`src/rtl/minterm_scan_ctrl.sv`:
```
// Scan controller for a 4-input combinational block: walks all 16 minterms,
// waits SETTLE_CYCLES per vector, samples the block output into a truth table
// and counts the bits that differ from an expected pattern latched at start.
module minterm_scan_ctrl #(
  parameter int unsigned SETTLE_CYCLES = 4
) (
  input  logic        clk,
  input  logic        rst_n,
  input  logic        start,
  input  logic [15:0] expected,
  input  logic        f_in,
  output logic        A,
  output logic        B,
  output logic        C,
  output logic        D,
  output logic        busy,
  output logic        done,
  output logic [15:0] truth_table,
  output logic [4:0]  mismatch_count,
  output logic        match
);

  localparam logic [1:0] StIdle   = 2'd0;
  localparam logic [1:0] StSettle = 2'd1;
  localparam logic [1:0] StSample = 2'd2;
  localparam logic [1:0] StDone   = 2'd3;

  // Counter reload: SETTLE lasts SETTLE_CYCLES cycles because it counts down to 0 inclusive.
  localparam logic [7:0] SettleLoad = 8'(SETTLE_CYCLES - 1);

  logic [1:0]  state_q, state_d;
  logic [3:0]  index_q, index_d;
  logic [7:0]  cnt_q, cnt_d;
  logic [15:0] exp_q, exp_d;
  logic [15:0] tt_q, tt_d;
  logic [4:0]  mm_q, mm_d;
  logic [4:0]  mm_next;
  logic        match_q, match_d;
  logic        busy_q, busy_d;
  logic        done_q, done_d;

  // Mismatch count including the current sample; saturates at 16.
  always_comb begin
    mm_next = mm_q;
    if ((f_in != exp_q[index_q]) && (mm_q != 5'd16)) begin
      mm_next = mm_q + 5'd1;
    end
  end

  // Next-state and datapath updates.
  always_comb begin
    state_d = state_q;
    index_d = index_q;
    cnt_d   = cnt_q;
    exp_d   = exp_q;
    tt_d    = tt_q;
    mm_d    = mm_q;
    match_d = match_q;
    busy_d  = busy_q;
    done_d  = 1'b0;
    case (state_q)
      StIdle: begin
        if (start) begin
          state_d = StSettle;
          exp_d   = expected;
          tt_d    = 16'h0000;
          mm_d    = 5'd0;
          match_d = 1'b0;
          index_d = 4'd0;
          cnt_d   = SettleLoad;
          busy_d  = 1'b1;
        end
      end
      StSettle: begin
        if (cnt_q != 8'd0) begin
          cnt_d = cnt_q - 8'd1;
        end else begin
          state_d = StSample;
        end
      end
      StSample: begin
        tt_d[index_q] = f_in;
        mm_d          = mm_next;
        if (index_q == 4'd15) begin
          state_d = StDone;
          busy_d  = 1'b0;
          done_d  = 1'b1;
          match_d = (mm_next == 5'd0);
        end else begin
          state_d = StSettle;
          index_d = index_q + 4'd1;
          cnt_d   = SettleLoad;
        end
      end
      StDone: begin
        // Index doubles as the A..D drive, so clearing it returns the inputs to 0000.
        state_d = StIdle;
        index_d = 4'd0;
      end
      default: begin
        state_d = StIdle;
      end
    endcase
  end

  // State registers with synchronous active-low reset.
  always_ff @(posedge clk) begin
    if (!rst_n) begin
      state_q <= StIdle;
      index_q <= 4'd0;
      cnt_q   <= 8'd0;
      exp_q   <= 16'h0000;
      tt_q    <= 16'h0000;
      mm_q    <= 5'd0;
      match_q <= 1'b0;
      busy_q  <= 1'b0;
      done_q  <= 1'b0;
    end else begin
      state_q <= state_d;
      index_q <= index_d;
      cnt_q   <= cnt_d;
      exp_q   <= exp_d;
      tt_q    <= tt_d;
      mm_q    <= mm_d;
      match_q <= match_d;
      busy_q  <= busy_d;
      done_q  <= done_d;
    end
  end

  assign {A, B, C, D}   = index_q;
  assign busy           = busy_q;
  assign done           = done_q;
  assign truth_table    = tt_q;
  assign mismatch_count = mm_q;
  assign match          = match_q;

endmodule
```
`config.mk`:
```
export PLATFORM = sky130hd
export DESIGN_NAME = minterm_scan_ctrl
export DESIGN_NICKNAME = d
export VERILOG_FILES = /design/src/rtl/minterm_scan_ctrl.sv
export SDC_FILE = /design/constraint.sdc
export NUM_CORES = 1
export LEC_CHECK = 0
export BUFFER_PORTS_ARGS = -buffer_cell sky130_fd_sc_hd__buf_2
export CAP_MARGIN = 20
export CORE_MARGIN = 8
export CORE_UTILIZATION = 59
export DETAILED_ROUTE_END_ITERATION = 8
export PLACE_DENSITY = 0.84
export SETUP_SLACK_MARGIN = 0.2
export SYNTH_ARGS = -nofsm -noshare
export SYNTH_HDL_FRONTEND = slang
export SYNTH_SLANG_ARGS = --single-unit
```
`constraint.sdc`:
```
create_clock -name clk -period 5.35 [get_ports clk]
set_clock_uncertainty 0.2 [all_clocks]
set_input_delay 0.8025 -clock clk [delete_from_list [all_inputs] [get_ports clk]]
set_output_delay 0.8025 -clock clk [all_outputs]
set_load 0.05 [all_outputs]
```
Word level (Yosys, flattened, before mapping)
Cells that the tools add are included.
- output and inout port bits: 28
- input port bits: 20
- logic and storage cells: 68
- register bits after elaboration: 54
- order comparisons: 2
- add/sub/neg operators: 3
- mux-type cells: 28
- reductions and logical operators: 15
- eq/ne operators: 11
- operator list (kind ; number):
    16-bit case mux with 2 select lines ; 1
    8-bit 2-to-1 mux ; 3
    8-bit case mux with 3 select lines ; 1
    16-bit bitwise mux ; 1
    16-bit 2-to-1 mux ; 1
    4-bit case mux with 3 select lines ; 1
    5-bit 2-to-1 mux ; 2
    2-bit inequality test (second input constant) ; 5
    5-bit case mux with 2 select lines ; 1
    4-bit 2-to-1 mux ; 2
    2-bit case mux with 4 select lines ; 1
    2-bit AND reduction ; 4
    8-bit nonzero test ; 1
    8-bit by 1-bit subtractor with 8-bit output (second input constant) ; 1
    1-bit 2-to-1 mux ; 7
    2-bit 2-to-1 mux ; 3
    3-bit AND reduction ; 2
    3-bit nonzero test ; 2
    5-bit by 1-bit adder with 5-bit output (second input constant) ; 1
    5-bit zero test ; 1
    4-bit by 5-bit less-than comparator with 1-bit output (second input constant) ; 1
    5-bit inequality test (second input constant) ; 1
    4-bit by 1-bit adder with 4-bit output (second input constant) ; 1
    1-bit binary-select mux with 4-bit select ; 1
    other kinds (11) ; 14

Logic depth before layout (Yosys ltp)
- word-level depth: 8
- depth in mapped cells: 7
- mapped depth without buffers: 6

Worst setup path before layout
No wires, ideal clock.
- path type: register -> register
- start point: register index_q[1]
- end point: register mm_q[4], in the netlist mismatch_count[4]
- period minus slack after synthesis: 2.779 ns
- stages on the path, launching flop included: 7
- arrival: 2.450 ns
- path buffers: 1
- required time: 5.021 ns
- setup time: 0.129 ns
- path slack: 2.571 ns
- cells stage by stage: dfxtp_1 > buf_6 > mux4_1 > mux4_2 > xnor2_4 > o311ai_1 > nand3_1
- word-level cells in the longest chain between the ends: 6
- ends and longest elaborated chain (what ; RTL line ; source):
    from (decl) ; 32 ; logic [3:0] index_q, index_d;
    from (signal assigned) ; 120 ; index_q <= index_d;
    1-bit binary-select mux with 4-bit select ; 45 ; if ((f_in != exp_q[index_q]) && (mm_q != 5'd16)) begin
    1-bit 2-to-1 mux (not written as such) ; 45 ;
    1-bit inequality test ; 45 ;
    1-bit logical AND ; 45 ;
    5-bit 2-to-1 mux ; 45 ;
    5-bit case mux with 2 select lines ; 61 ; case (state_q)
    to (signal assigned) ; 124 ; mm_q <= mm_d;
    to (decl) ; 36 ; logic [4:0] mm_q, mm_d;
No other way between the ends. The select of a mux whose other input is x is not followed.
A chain may end at the register's enable or synchronous reset.

Worst setup path in the final report
- start point: register index_q[3]
- end point: register mm_q[4], in the netlist mismatch_count[4]
The elaborated chain is that of the path after synthesis.

==> out/metrics.yaml <==
status: "completed"
grt_max_degree: 45
cts_root_buffer: "clkbuf_8"
cts_sinks: 54
ys_warn_count: 0
synth_fp_nets: 342
synth_top_family_by_area: "simple AND/OR/NAND/NOR gates"
grt.total_usage: 0.167
filler_cell_count: 390
cts.clk_slew.worst_paths_ps: 100
postSynthCellCount: 314
port_buffers: 47
area_growth_syn_to_layout_pct: 11.3
die_height_microns: 83.0
cap_violations: 0
core_sq_um: 4350
muxShareOfSynthArea: 0.0454
setup_viol: 0
synthSimpleGateAreaFrac: 0.238
io_pins: 48
wl_microns: 6070
synth_ff_type: "dfxtp_1"
vias: 2429
cts_buffer_depth: 2
fmax_ghz: 0.363
synth_edf_count: 0
critPathSlowestCell: "dfxtp_1"
yosys-top-cells-area: "dfxtp_1, a21oi_1, nand2_1, nand4_1, o211ai_1"
post_cts_resize_count: 0
synth-xor-area-share: 0.0302
synth_top_area_frac: 0.408
die_area_sq_um: 6890
switching_power_uw: 304
powerDensity_nw_per_um2: 309
critical_path.max_stage_delay_ps: 670
antenna_found_initial: 0
hold_buffers: 0
synth_cell_types: 45
setup_tns_ps: 0
viasPerCell: 6.07
worstPathCellList: "mux4_1 > mux4_2 > xnor2_4 > o311ai_1 > nand3_1"
synth_area_sq_um: 2650
fp-row-count: 24
fin_crit_sh: 0.514
finalMaxSlewViolations: 0
postLayoutCoreUtil: 0.677
crit_arrival_ps: 2740
wl_per_cell_microns: 15.2
htreeDepth: 2
synth_area_per_cell_sq_um: 8.43
worstPathRequired_ps: 5340
hold_violations: 0
p_leak_uw: 0.00115
start_kind: "register"
cts_setup_buffers: 0
detailed_place_hpwl_microns: 4210
max_slew.worst_pin.slew_ps: 759
gp_congestion: 0.844
drtIter0Drc: 231
clk_latency_ps: 310
grt_pass1_vias: 2284
n_antenna_cell: 0
synth_fa_ha_area_frac: 0.0378
period_needed_ps: 2750
vdd.ir_drop.worst_v: 0.000261
min_path_type: "register to register"
cts_buffers: 5
initial_core_util: 0.608
internal_power_uw: 607
synth_largest_area_cell: "dfxtp_1"
pwr-share-clk: 0.238
grt_pass1_wl_microns: 10100
drive_gt1_frac: 0.181
synth_compound_area_frac: 0.186
yosysSeqAreaShare: 0.408
endpoint_kind: "register"
first_pass_iters: 4
grt_overflow: 0
p_seq_frac: 0.509
cp_max_fo: 18
ant_nets: 0
timing.slew.headroom: 0.493
power_frac_comb: 0.253
netSwitchingFraction: 0.333
synthArstFlopShare: 0
worst-setup-path-type: "register to register"
cts_tree: "yes"
rsz0062_at_grt: "no"
dieWidth_microns: 83.0
synth_seq_cells: 54
route.detailed.drc: 0
nets: 376
final timing paths:
kind	start	end	slack, ps	cells past startpoint
worst min register to register	exp_q[0]	exp_q[0]	260	2
worst max register to register	index_q[3]	mismatch_count[4]	2600	5
worst min-delay path	exp_q[0]	exp_q[0]	260	2
worst max-delay path	index_q[3]	mismatch_count[4]	2600	5
cells by family (layout without fill, tap and decap cells):
kind of cell             Yosys count  in the layout
flip-flops                        54             54
AO/OA/AOI/OAI                     78             78
adder cells (fa/ha/maj)            8              8
AND/OR/NAND/NOR                  129            129
buffers and inverters             33             67
multiplexers                       5              5
XOR/XNOR                           7              7
per-stage QoR:
step	hold WS (ps)	cells	setup WS, ps	power, uW	area, sq um
6_report	262	400	2600	911	2950
5_1_grt	281	400	2430	961	2950
4_1_cts	261	399	2610	907	2930
3_5_place_dp	248	392	2620	695	2850
3_3_place_gp	242	392	2690	688	2850
2_1_floorplan	232	314	2570	645	2650
cells in the mapped netlist (2+ instances only):
library cell  number
dfxtp_1           54
o311ai_0           4
xnor2_1            2
o21ai_1            2
nor2_1            24
mux4_2             3
nor2b_1            3
mux4_1             2
xor2_1             4
nand2_1           48
o211ai_1          15
a21oi_1           41
or4_1              2
o2111ai_1          5
inv_1             10
nor4_1             3
buf_2              2
ha_1               8
nand3b_1           2
and2_1             4
clkbuf_1          16
or3_1              2
nand2b_1           4
buf_6              2
nand4_1           20
nand3_1           11
o21ai_0            3
cell usage in the layout (no fill, tap or decap), drive strengths merged, types with 2 or more instances in the layout:
cell	count
a21oi	41
nand3	11
and2	4
ha	8
o311ai	5
o211ai	15
o2111ai	5
xnor2	3
or3	2
nor4	3
buf	49
clkbuf	5
nand4	20
or4	2
clkinv	2
mux4	5
nor2b	3
nand3b	2
dfxtp	54
inv	11
xor2	4
o21ai	5
nor2	25
nand2	48
nand2b	4
routing by layer:
metal / share of wire / routed length [microns] / global-route usage / vias to the layer above
met4: 0.014 / 84 / 0.0623 / 0
met2: 0.49 / 2950 / 0.272 / 68
met5: 0 / 0 / 0 / -
li1: - / - / - / 1205
met1: 0.44 / 2690 / 0.200 / 1146
met3: 0.057 / 346 / 0.0527 / 10
registers in the layout (all words and copies together) (netlist names):
signal	cells
exp_q	16
truth_table	16
cnt_q	8
mismatch_count	5
index_q	4
state_q	2
busy	1
done	1
match	1
power by group through the flow:
stage / logic (uW) / clock network (uW) / registers (uW)
after floorplan: 161 / 0 / 483
after global placement: 217 / 0 / 471
after detailed placement: 223 / 0 / 472
after CTS: 225 / 219 / 463
after global routing: 258 / 235 / 468
final: 230 / 217 / 464
worst max-delay path, delay by kind of cell, from the launching register on:
kind | cells | cell delay, ps
simple gates | 1 | 100
compound gates | 1 | 280
flops | 1 | 670
xor+xnor | 1 | 190
mux | 2 | 1180
final cells by class:
class | count | area [sq um] | share of cell area
multi-input cells | 227 | 1420 | 0.483
flip-flops and latches | 54 | 1080 | 0.367
repair buffers | 49 | 258 | 0.0874
clock buffers | 5 | 68.8 | 0.0233
well taps | 52 | 65.1 | 0.0221
inverters | 11 | 41.3 | 0.0140
clock inverters | 2 | 10.0 | 0.00340
(Power assumes the default switching activity.)
